**src/rtl/ahb_mtx_rr_arb.sv**
```systemverilog
// ahb_mtx_rr_arb
// Round-robin owner selection for one bus-matrix output stage. The granted
// port index and the "nobody granted" flag feed the output-stage mux, whose
// muxed HSEL/HTRANS/HBURST/HMASTLOCK/HREADY come back here.
// Ownership is re-evaluated only on edges where HREADYM=1. A locked sequence
// always keeps the owner.
// Build option: define AHB_ARB_BURST_HOLD_EN to also keep the owner for the
// whole of a fixed-length burst (WRAP/INCR 4, 8, 16). Without it the burst
// state and its beat counter do not exist, and arbitration runs on every
// ready edge outside a lock.
//
// state    | meaning
// ST_ARB   | owner is free to change at the next ready edge
// ST_BURST | fixed-length burst in flight, owner held until the last beat
// ST_LOCK  | locked sequence in flight, owner held while HMASTLOCKM=1
module ahb_mtx_rr_arb #(
  parameter int NUM_PORTS  = 3,
  parameter int BEAT_CNT_W = 4
) (
  input  logic                 HCLK,
  input  logic                 HRESET,
  input  logic [NUM_PORTS-1:0] req_port,
  input  logic                 HREADYM,
  input  logic                 HSELM,
  input  logic [1:0]           HTRANSM,
  input  logic [2:0]           HBURSTM,
  input  logic                 HMASTLOCKM,
  output logic [1:0]           addr_in_port,
  output logic                 no_port,
  output logic                 burst_hold
);

  typedef enum logic [1:0] {
    ST_ARB   = 2'd0,
    ST_BURST = 2'd1,
    ST_LOCK  = 2'd2
  } state_t;

  state_t     state_q;
  logic [1:0] addr_q;
  logic [1:0] last_ptr_q;
  logic       no_port_q;
  logic       burst_hold_q;

  logic       hi_found, lo_found, pick_found;
  logic [1:0] hi_idx, lo_idx, pick_idx;
  logic       lock_take;

  // A lock can only be taken over by a port that actually owns the bus.
  assign lock_take = HMASTLOCKM && !no_port_q;

`ifdef AHB_ARB_BURST_HOLD_EN
  localparam logic [1:0] TR_BUSY   = 2'b01;
  localparam logic [1:0] TR_NONSEQ = 2'b10;
  localparam logic [1:0] TR_SEQ    = 2'b11;

  logic [BEAT_CNT_W-1:0] beat_cnt_q;
  logic [BEAT_CNT_W-1:0] burst_beats;
  logic                  xfer_seq, xfer_busy, burst_start;

  assign xfer_seq  = HSELM && (HTRANSM == TR_SEQ);
  assign xfer_busy = HSELM && (HTRANSM == TR_BUSY);
  // Leaving a lock goes straight to selection, so a NONSEQ seen on that edge
  // cannot pin the old lock owner into a burst.
  assign burst_start = HSELM && (HTRANSM == TR_NONSEQ) && (HBURSTM[2:1] != 2'b00)
                       && (state_q != ST_LOCK);

  // SEQ beats still to come after the NONSEQ of a fixed-length burst.
  always_comb begin
    case (HBURSTM[2:1])
      2'b01:   burst_beats = BEAT_CNT_W'(3);
      2'b10:   burst_beats = BEAT_CNT_W'(7);
      2'b11:   burst_beats = BEAT_CNT_W'(15);
      default: burst_beats = '0;
    endcase
  end
`else
  logic                  unused_xfer;
  logic [BEAT_CNT_W-1:0] unused_beat_cnt;
  assign unused_xfer     = ^{HSELM, HTRANSM, HBURSTM};
  assign unused_beat_cnt = '0;
`endif

  // Round-robin pick: first request above the last winner, else first one
  // at or below it, so the current owner ends up with the lowest priority.
  always_comb begin
    hi_found = 1'b0;
    lo_found = 1'b0;
    hi_idx   = 2'd0;
    lo_idx   = 2'd0;
    for (int i = 0; i < NUM_PORTS; i++) begin
      if (!hi_found && req_port[i] && (i > int'(last_ptr_q))) begin
        hi_found = 1'b1;
        hi_idx   = 2'(i);
      end
    end
    for (int i = 0; i < NUM_PORTS; i++) begin
      if (!lo_found && req_port[i] && (i <= int'(last_ptr_q))) begin
        lo_found = 1'b1;
        lo_idx   = 2'(i);
      end
    end
    pick_found = hi_found || lo_found;
    pick_idx   = hi_found ? hi_idx : lo_idx;
  end

  // Ownership FSM with registered grant outputs; everything holds while HREADYM=0.
  always_ff @(posedge HCLK) begin
    if (HRESET) begin
      state_q      <= ST_ARB;
      addr_q       <= 2'd0;
      no_port_q    <= 1'b1;
      burst_hold_q <= 1'b0;
      last_ptr_q   <= 2'(NUM_PORTS - 1);
`ifdef AHB_ARB_BURST_HOLD_EN
      beat_cnt_q   <= '0;
`endif
    end else if (HREADYM) begin
      if (lock_take) begin
        state_q      <= ST_LOCK;
        burst_hold_q <= 1'b1;
`ifdef AHB_ARB_BURST_HOLD_EN
        beat_cnt_q   <= '0;
`endif
      end
`ifdef AHB_ARB_BURST_HOLD_EN
      else if ((state_q == ST_BURST) && xfer_seq) begin
        beat_cnt_q <= beat_cnt_q - BEAT_CNT_W'(1);
        if (beat_cnt_q == BEAT_CNT_W'(1)) begin
          state_q      <= ST_ARB;
          burst_hold_q <= 1'b0;
        end
      end else if ((state_q == ST_BURST) && xfer_busy) begin
        state_q <= ST_BURST;
      end else if (burst_start) begin
        state_q      <= ST_BURST;
        burst_hold_q <= 1'b1;
        beat_cnt_q   <= burst_beats;
      end
`endif
      else begin
        state_q      <= ST_ARB;
        burst_hold_q <= 1'b0;
`ifdef AHB_ARB_BURST_HOLD_EN
        beat_cnt_q   <= '0;
`endif
        if (pick_found) begin
          addr_q     <= pick_idx;
          last_ptr_q <= pick_idx;
          no_port_q  <= 1'b0;
        end else begin
          no_port_q  <= 1'b1;
        end
      end
    end
  end

  assign addr_in_port = addr_q;
  assign no_port      = no_port_q;
  assign burst_hold   = burst_hold_q;

endmodule

```
**config.mk**
```make
export PLATFORM = sky130hd
export DESIGN_NAME = ahb_mtx_rr_arb
export DESIGN_NICKNAME = d
export VERILOG_FILES = /design/src/rtl/ahb_mtx_rr_arb.sv
export SDC_FILE = /design/constraint.sdc
export NUM_CORES = 1
export LEC_CHECK = 0
export CORE_AREA = 8 8 45 47
export CTS_CLUSTER_SIZE = 14
export DETAILED_ROUTE_END_ITERATION = 8
export DIE_AREA = 0 0 53 55
export SYNTH_ARGS = -nofsm -noshare
export SYNTH_HDL_FRONTEND = slang
export SYNTH_SLANG_ARGS = --single-unit
```
**constraint.sdc**
```tcl
create_clock -name HCLK -period 1.1 [get_ports HCLK]
set_input_delay 0.22 -clock HCLK [delete_from_list [all_inputs] [get_ports HCLK]]
set_output_delay 0.22 -clock HCLK [all_outputs]
set_load 0.005 [all_outputs]
```
==> run summary, run 1 <==
Status - finished, final reports clean
First DRT Iteration DRCs - 0
Share of total power in sequential cells - 0.384
Initial Util - 0.175
Critical-path cell list - dlygate4sd2_1 -> or3_4 -> o211a_4 -> o32ai_2
DP Wirelength - 479 um
CP Depth - 4
Area Overhead vs Synth - 77.3%
Worst r2r src - no_port$_SDFFE_PP1P_
CTS tree - done
Clk buf depth - 2
Layout Skew - 0.000919 ns
WP data required - 1.26 ns
Largest net degree at the start of global routing - 6
Clk_lat worst skew - 0.24 ns
Fin. Hold Viols - 0
Comb pwr share - 0.201
Sequential area share after synthesis - 0.412
Die Ht - 55 um
Synthesized instance count - 26
CP max stage delay - 0.39 ns
Dpl ws - -0.364 ns
Fillcell total - 159
IO Port Bufs - 10
Row cnt - 14
Area after DPL - 400 um2
Clock sink count - 5
Global-route wire length before repair - 1060 um
Final setup margin - 0.0705 ns
Worst r2r dst - addr_in_port[0]$_SDFFE_PP0P_
Drt first pass iters - 1
Total GRT Usage - 0.0508
CP max-delay cell - or3_4
Buf/Inv on CP - 1
Net Switching - 0.127 mW
Crit path max-delay family - simple AND/OR/NAND/NOR gates
Hold Crit Class - reg2reg
Sum of negative setup slack - 0 ns
VDD IR max - 0.561 mV
Die Footprint - 2920 um2
H-tree levels - 1
Die Wd - 53 um
Vias per Instance - 4.08
Diode count - 0
Switching share of power - 0.244
Final min period - 1.03 ns
DRC - 0
Worst-path maximum fanout - 4
Final setup viols - 0
Power Density - 1210 nW/um2
GPL Wtd Cong - 0.769
# hold bufs at CTS - 0
Pint - 0.394 mW
Vias in the first global route - 267
Post-Syn Area per Cell - 9.34 um2
Worst slew pin tran - 0.208 ns
Min-delay src - addr_in_port[1]$_SDFFE_PP0P_
TritonCTS Buffers - 3
Avg WL per Cell - 10.3 um
#FFs+latches synth - 5
Ports - 17
Setup crit end - addr_in_port[0]$_SDFFE_PP0P_
Lkg Pwr - 0.199 nW
Layout cell share with drive strength beyond 1 - 0.289
Critical Path Sink Type - flip-flop
WS Path Type - in2reg
Synth warn - 0
GRT overflow - 0
Clk pin slew, worst setup/hold paths - 0.05 ns
Core area - 1380 um2
Unrepaired setup endpoints after global routing - no
Routed via count - 249
Final instance area - 430 um2
Max-slew headroom - 0.861
Syn_nets - 39
Antenna violations before repair - 0
Synth Cell Area - 243 um2
Routed WL - 631 um
Final-stage net count - 59
Kind of launch point of the worst setup path - input port
Unique cell type count in the Yosys netlist - 18
Worst path arrival time - 1.19 ns
R2R Setup Slk - 0.14 ns
CP startpoint - req_port[2]
Max Slew Vio Count - 0
MaxCap Viol Count - 0
Antenna-violating nets left - 0
Cells on worst reg2reg path - 3
CTS root buf - clkbuf_4
Clock power share - 0.414
Fmax achieved - 0.971 GHz
Period utilization - 0.936
-- sequential cells by signal (all words and copies together), names as in the netlist --
name and flops:
burst_hold 1, last_ptr_q 1, addr_in_port 2, no_port 1
-- routing by layer --
metal / vias to the layer above / GRT usage / routed length (um)
li1: 136 / - / -
met1: 105 / 0.0608 / 315
met2: 8 / 0.0566 / 240
met3: 0 / 0.0321 / 75
met4: 0 / 0.0517 / 0
met5: - / 0 / 0
-- worst register-to-register path: cells and delay by family, from the launching register on --
kind	cells	cell delay, ns
AOI/OAI and AO/OA	2	0.44
buffers and inverters	1	0.14
DFF	1	0.30
-- cells in the final DEF (no fill, tap or decap) --
cell type        count
o21ai_1              2
o211a_4              1
nand2b_1             1
o221ai_1             1
clkbuf_1             1
a21oi_1              1
o32ai_2              1
or3_4                1
o32ai_1              1
o22a_2               1
nand3_1              1
nor2b_1              1
buf_4                6
o21ai_0              1
clkdlybuf4s50_1      3
dlygate4sd2_1        7
clkbuf_4             3
dfxtp_1              5
o211a_1              1
inv_1                4
nand2_1              1
o2111ai_1            1
-- stage by stage --
step	utilization	std cells	power [mW]	hold WS, ns
after global placement	0.289	57	0.313	0.477
after floorplan	-	26	0.247	0.335
after global routing	0.311	61	0.555	0.496
after detailed placement	0.289	57	0.313	0.471
final	0.311	61	0.521	0.470
after CTS	0.311	61	0.534	0.476
-- Yosys cell counts --
| library cell | instances | share of area |
|---|---|---|
| nand2b_1 | 1 | 0.026 |
| o21ai_1 | 2 | 0.041 |
| o21ai_0 | 1 | 0.021 |
| o211a_1 | 1 | 0.041 |
| o2111ai_1 | 1 | 0.036 |
| o32ai_1 | 1 | 0.036 |
| nand3_1 | 1 | 0.021 |
| dfxtp_1 | 5 | 0.41 |
| o211a_2 | 1 | 0.041 |
| o32ai_2 | 1 | 0.067 |
| nand2_1 | 1 | 0.015 |
| a21oi_1 | 1 | 0.021 |
| buf_4 | 1 | 0.031 |
| nor2b_1 | 1 | 0.026 |
| inv_1 | 4 | 0.062 |
| o221ai_1 | 1 | 0.036 |
| or3_1 | 1 | 0.026 |
| o22a_2 | 1 | 0.041 |
-- what timing repair did --
| item | CTS | global route |
|---|---|---|
| endpoints found under the setup margin | 8 | 0 |
| gates resized for setup | 9 | 0 |
| endpoints found under the hold margin | 0 | 0 |
| setup buffers | 0 | 0 |
-- how the worst min path moves through the flow --
stage / end / slack (ns) / cells past startpoint
2_1_floorplan: addr_in_port[0]$_SDFFE_PP0P_ / 0.33 / 1
3_3_place_gp: addr_in_port[1]$_SDFFE_PP0P_ / 0.48 / 2
3_5_place_dp: addr_in_port[1]$_SDFFE_PP0P_ / 0.47 / 2
4_1_cts: addr_in_port[1]$_SDFFE_PP0P_ / 0.48 / 2
5_1_grt: addr_in_port[1]$_SDFFE_PP0P_ / 0.50 / 2
6_report: addr_in_port[1]$_SDFFE_PP0P_ / 0.47 / 2
-- final cells by class --
type                            count  area [um2]  area share
Multi-Input combinational cell     16         133       0.308
Timing Repair Buffer               16         136       0.317
Sequential cell                     5         100       0.233
Inverter                            4        15.0      0.0349
Clock buffer                        4        26.3      0.0610
Tap cell                           16        20.0      0.0465
-- cells by family after synthesis --
family,count (synthesis),share of synthesized area
buf+inv,5,0.0928
simple gates,5,0.113
compound gates,11,0.381
flops,5,0.412
-- power groups by stage --
stage | sequential (mW) | combinational, mW | clock, mW
floorplan | 0.206 | 0.0410 | 0
global placement | 0.204 | 0.109 | 0
detailed placement | 0.204 | 0.109 | 0
CTS | 0.200 | 0.106 | 0.227
global route | 0.202 | 0.117 | 0.236
finish | 0.200 | 0.105 | 0.216
Power figures use the tool's default switching activity.
==> run 2: changes to the inputs <==
==> constraint.sdc (replaced) <==
create_clock -name HCLK -period 1.31 [get_ports HCLK]
set_input_delay 0.262 -clock HCLK [delete_from_list [all_inputs] [get_ports HCLK]]
set_output_delay 0.262 -clock HCLK [all_outputs]
set_load 0.01 [all_outputs]
==> run 2 against run 1 <==
  * Die area is the same
  * Wire length shrank 0.79%
  * Cell count shrank 1.6%
  * Register-to-register slack gained 0.19 ns
  * Critical endpoint unchanged
  * Worst setup slack lost 0.042 ns
  * Power shrank 16%
  * Largest power group unchanged
  * Non-clock buffer count shrank 1
  * Clock skew grew 0.0047 ns
==> run summary, run 2 (synthesized netlist as in run 1, its figures left out) <==
CP max-delay cell - clkdlybuf4s50_1
Period utilization - 0.978
Total GRT Usage - 0.0497
Area Overhead vs Synth - 72.7%
Lkg Pwr - 0.188 nW
Hold Path Stages - 2
Cells on worst reg2reg path - 3
Clk pin slew, worst setup/hold paths - 0.05 ns
Worst path arrival time - 1.45 ns
Share of total power in sequential cells - 0.385
Die Wd - 53 um
IO Port Bufs - 10
Row cnt - 14
Worst slew pin tran - 0.223 ns
First DRT Iteration DRCs - 1
Max Slew Vio Count - 0
Global-route wire length before repair - 1020 um
Worst-path maximum fanout - 4
Clock sink count - 5
Antenna-violating nets left - 0
Clk_lat worst skew - 0.25 ns
Critical Path Sink Type - flip-flop
Ports - 17
Most common cell after layout, fill and taps aside - clkdlybuf4s50_1
Min-delay src - addr_in_port[1]$_SDFFE_PP0P_
Core area - 1380 um2
DRC - 0
Layout Skew - 0.00562 ns
Fmax achieved - 0.780 GHz
GRT overflow - 0
GPL Wtd Cong - 0.725
Vias in the first global route - 266
Sink of the worst hold path - addr_in_port[1]$_SDFFE_PP0P_
Buf/Inv on CP - 1
Diode count - 0
TritonCTS Buffers - 3
Pint - 0.330 mW
Final-stage net count - 58
Max reg flops - 2
Worst r2r dst - addr_in_port[0]$_SDFFE_PP0P_
Initial Util - 0.175
Final min period - 1.28 ns
Net Switching - 0.108 mW
WS Path Type - in2reg
Routed WL - 626 um
VDD IR max - 0.584 mV
CP startpoint - req_port[0]
Clk buf depth - 2
Placed cells - 56
Max-slew headroom - 0.850
Worst r2r src - no_port$_SDFFE_PP1P_
Largest net degree at the start of global routing - 6
Antenna violations before repair - 0
Non-filler cells, final - 60
Die Footprint - 2920 um2
Avg WL per Cell - 10.4 um
Crit path max-delay family - buffers and inverters
R2R Setup Slk - 0.33 ns
Fin. Hold Viols - 0
Kind of launch point of the worst setup path - input port
Commonest cells after routing, fill and taps aside - clkdlybuf4s50_1, dfxtp_1, buf_4, inv_1, dlygate4sd2_1
# hold bufs at CTS - 0
H-tree levels - 1
Routed via count - 253
CTS tree - done
MaxCap Viol Count - 0
Sum of negative setup slack - 0 ns
Switching share of power - 0.246
Clock power share - 0.416
Hold Crit Class - reg2reg
Layout cell share with drive strength beyond 1 - 0.273
WP data required - 1.47 ns
Final setup viols - 0
Comb pwr share - 0.199
Power Density - 1050 nW/um2
CP max stage delay - 0.43 ns
Status - finished, final reports clean
Die Ht - 55 um
CTS root buf - clkbuf_4
Critical-path cell list - clkdlybuf4s50_1 -> or3_4 -> o211a_2 -> o32ai_2
Vias per Instance - 4.22
Drt first pass iters - 5
==> run 2: metrics by stage <==
step | setup WS, ns | power (mW) | hold WS [ns] | instance area, um2 | utilization
2_1_floorplan | 0.276 | 0.211 | 0.377 | 243 | -
3_3_place_gp | -0.211 | 0.263 | 0.469 | 393 | 0.284
3_5_place_dp | -0.209 | 0.263 | 0.475 | 393 | 0.284
4_1_cts | 0.0395 | 0.445 | 0.480 | 414 | 0.299
5_1_grt | -0.000763 | 0.465 | 0.517 | 419 | 0.303
6_report | 0.0285 | 0.438 | 0.475 | 419 | 0.303
==> run 2: power groups by stage <==
stage | Sequential [mW] | Clock [mW] | Combinational [mW]
floorplan | 0.175 | 0 | 0.0352
global placement | 0.172 | 0 | 0.0910
global route | 0.170 | 0.199 | 0.0964
CTS | 0.169 | 0.189 | 0.0872
detailed placement | 0.172 | 0 | 0.0910
finish | 0.169 | 0.182 | 0.0872
==> run 2: worst register-to-register path, cell delays in order (launching register included) <==
cell and delay (ns):
dfxtp_1 0.30, buf_4 0.14, o211a_2 0.29, o32ai_2 0.18
==> run 2: how the worst max path moves through the flow <==
stage                                   end  slack (ns)  cells past startpoint
2_1_floorplan  addr_in_port[0]$_SDFFE_PP0P_        0.28                      3
3_3_place_gp   addr_in_port[0]$_SDFFE_PP0P_       -0.21                      4
3_5_place_dp   addr_in_port[0]$_SDFFE_PP0P_       -0.21                      4
4_1_cts        addr_in_port[0]$_SDFFE_PP0P_        0.04                      4
5_1_grt        addr_in_port[0]$_SDFFE_PP0P_     -0.0008                      4
6_report       addr_in_port[0]$_SDFFE_PP0P_        0.03                      4
==> run 2: layout make-up <==
type / instances / area (um2)
flip-flops and latches: 5 / 100
repair buffers: 15 / 133
fillers: 156 / 965
inverters: 4 / 15.0
multi-input cells: 16 / 125
well taps: 16 / 20.0
clock buffers: 4 / 26.3
==> run 2: what timing repair did <==
action                     4_1_cts  5_1_grt
cloned                           0        0
buffers inserted                 0        0
resized for setup                4        1
pin swaps                        0        0
setup endpoints to repair        4        1
==> run 2: routing by layer <==
layer / GRT usage / part of all wire
met5: 0 / 0
met4: 0.0129 / 0
met3: 0.0535 / 0.16
met2: 0.0625 / 0.39
met1: 0.0545 / 0.44
==> run 3: changes to the inputs <==
--- a/config.mk
+++ b/config.mk
@@ -5,6 +5,8 @@
 export SDC_FILE = /design/constraint.sdc
 export NUM_CORES = 1
 export LEC_CHECK = 0
+export ABC_AREA = 1
+export CAP_MARGIN = 25
 export CORE_AREA = 8 8 45 47
 export CTS_CLUSTER_SIZE = 14
 export DETAILED_ROUTE_END_ITERATION = 8
==> run 3 against run 2 <==
  * Clock power down 6%
  * Combinational power up 1%
  * Power down 1.9%
  * Worst setup slack better by 0.18 ns
  * Hold slack worse by 0.016 ns
  * Register-to-register slack better by 0.04 ns
  * Sequential power about the same
  * Global-route usage down 0.49 points
  * Maximum frequency up 16%
  * Cell count up 17%
  * Die area unchanged
  * Utilization down 0.63 points
  * Critical endpoint is now no_port
==> run summary, run 3 <==
Status - finished, final reports clean
Synth warn - 0
#FFs+latches synth - 5
Fillcell total - 155
Vias in the first global route - 244
Placed cells - 66
Final setup viols - 0
Period utilization - 0.840
Antenna violations before repair - 0
Final-stage net count - 68
Worst-path maximum fanout - 3
Sequential area share after synthesis - 0.372
Power Density - 1050 nW/um2
CTS tree - done
Post-synthesis async set-or-reset flop share - 0
Synthesized instance count - 40
Kind of launch point of the worst setup path - flip-flop
GPL Wtd Cong - 0.696
First DRT Iteration DRCs - 0
Worst path arrival time - 0.84 ns
Routed via count - 266
Adder-Cell Fraction of Synth Area - 0
Core area - 1380 um2
Top cells by area, synth - dfxtp_1, nand2_1, inv_1
CTS root buf - clkbuf_4
Clock sink count - 5
Avg WL per Cell - 8.63 um
Buf/Inv on CP - 1
Hold Crit Class - reg2reg
Area Overhead vs Synth - 52.6%
Largest net degree at the start of global routing - 6
DRC - 0
Xor and xnor area share after synthesis - 0
Lkg Pwr - 0.215 nW
Max Slew Vio Count - 0
Initial Util - 0.194
VDD IR max - 0.408 mV
Layout Skew - 0.00323 ns
Simple-Gate Fraction of Synth Area - 0.377
Most common cell after layout, fill and taps aside - nand2_1
Main combinational cell family by area after synthesis - simple AND/OR/NAND/NOR gates
Clk_lat worst skew - 0.24 ns
Final min period - 1.10 ns
Post-CTS Setup Bufs - 0
Die Footprint - 2920 um2
GRT overflow - 0
DP Wirelength - 506 um
Fmax achieved - 0.909 GHz
Global-route wire length before repair - 917 um
Diode count - 0
Non-filler cells, final - 70
Die Ht - 55 um
Ports - 17
Synth Cell Area - 269 um2
Post-layout util - 0.297
Max reg flops - 2
Clk pin slew, worst setup/hold paths - 0.04 ns
Crit path max-delay family - flip-flops
Critical-path cell list - dlygate4sd2_1
Sum of negative setup slack - 0 ns
Post-synth EDFFs - 0
Routed WL - 604 um
Clk buf depth - 2
Multiplexer area fraction after synthesis - 0
Unrepaired setup endpoints after global routing - no
Share of the synthesized area in the top cell type - 0.372
CP max-delay cell - dfxtp_1
Unique cell type count in the Yosys netlist - 13
Antenna-violating nets left - 0
WS Path Type - reg2out
Worst slew pin tran - 0.162 ns
Commonest cells in the synthesized netlist - nand2_1, inv_1, dfxtp_1, nor2_1, nand3_1
H-tree levels - 1
IO Port Bufs - 10
Syn_nets - 53
MaxCap Viol Count - 0
Row cnt - 14
CP max stage delay - 0.33 ns
Total GRT Usage - 0.0448
Post-Syn Area per Cell - 6.73 um2
Die Wd - 53 um
Critical Path Sink Type - primary output
TritonCTS Buffers - 3
Layout cell share with drive strength beyond 1 - 0.148
Fin. Hold Viols - 0
Drt first pass iters - 1
Commonest cells after routing, fill and taps aside - nand2_1, inv_1, clkdlybuf4s50_1, nor2_1, dfxtp_1
WP data required - 1.05 ns
Compound-Gate Fraction of Synth Area - 0.126
Most frequent cell after synthesis - nand2_1
Synth Flop Type - dfxtp_1
Max-slew headroom - 0.891
Vias per Instance - 3.80
Post-synth top area cell - dfxtp_1
[run 3: cell types whose count changed in the layout (fill, tap and decap cells not counted), moves of 2 or more]
cell	before	now
nand2_1	1	12
nor2_1	0	5
buf_4	5	1
nand3_1	1	3
inv_1	4	6
o21ai_1	2	0
[run 3: path summary, 6_finish.rpt]
path	startpoint	end	slack, ns	depth (start not counted)
worst max-delay path	no_port$_SDFFE_PP1P_	no_port	0.21	1
worst min-delay path	addr_in_port[1]$_SDFFE_PP0P_	addr_in_port[1]$_SDFFE_PP0P_	0.46	2
worst max register to register	no_port$_SDFFE_PP1P_	addr_in_port[0]$_SDFFE_PP0P_	0.37	5
worst min register to register	addr_in_port[1]$_SDFFE_PP0P_	addr_in_port[1]$_SDFFE_PP0P_	0.46	2
[run 3: cell type report]
class                           instances  area (um2)  area share
Multi-Input combinational cell         27         135       0.329
Inverter                                7        26.3      0.0640
Clock buffer                            4        26.3      0.0640
Sequential cell                         5         100       0.244
Timing Repair Buffer                   11         103       0.250
Tap cell                               16        20.0      0.0488
[run 3: metal layers]
metal / track usage / part of all wire
met4: 0.0517 / 0.0099
met5: 0 / 0
met2: 0.0703 / 0.48
met3: 0.0214 / 0.068
met1: 0.0395 / 0.44
[run 3: stage by stage]
step                      instance area (um2)  worst slack [ns]  power [mW]  hold WS [ns]
after floorplan                           269             0.362       0.223         0.331
after global placement                    389           -0.0168       0.267         0.453
after detailed placement                  389           -0.0235       0.268         0.456
after CTS                                 410             0.185       0.442         0.464
after global routing                      410             0.147       0.459         0.480
final                                     410             0.210       0.430         0.460
[run 3: power breakdown]
part | total, mW | internal, mW | switching [mW]
clock | 0.171 | 0.115 | 0.0565
sequential | 0.170 | 0.164 | 0.00596
combinational | 0.0882 | 0.0445 | 0.0437
total | 0.430 | 0.323 | 0.106
[run 3: cells by family (layout without fill, tap and decap cells)]
group           after synthesis  after routing
simple gates                 23             23
flops                         5              5
buf+inv                       8             22
compound gates                4              4
[run 3: what timing repair did]
item / 4_1_cts / 5_1_grt
hold buffers: 0 / 0
setup endpoints to repair: 4 / 0
gates resized for setup: 4 / 0
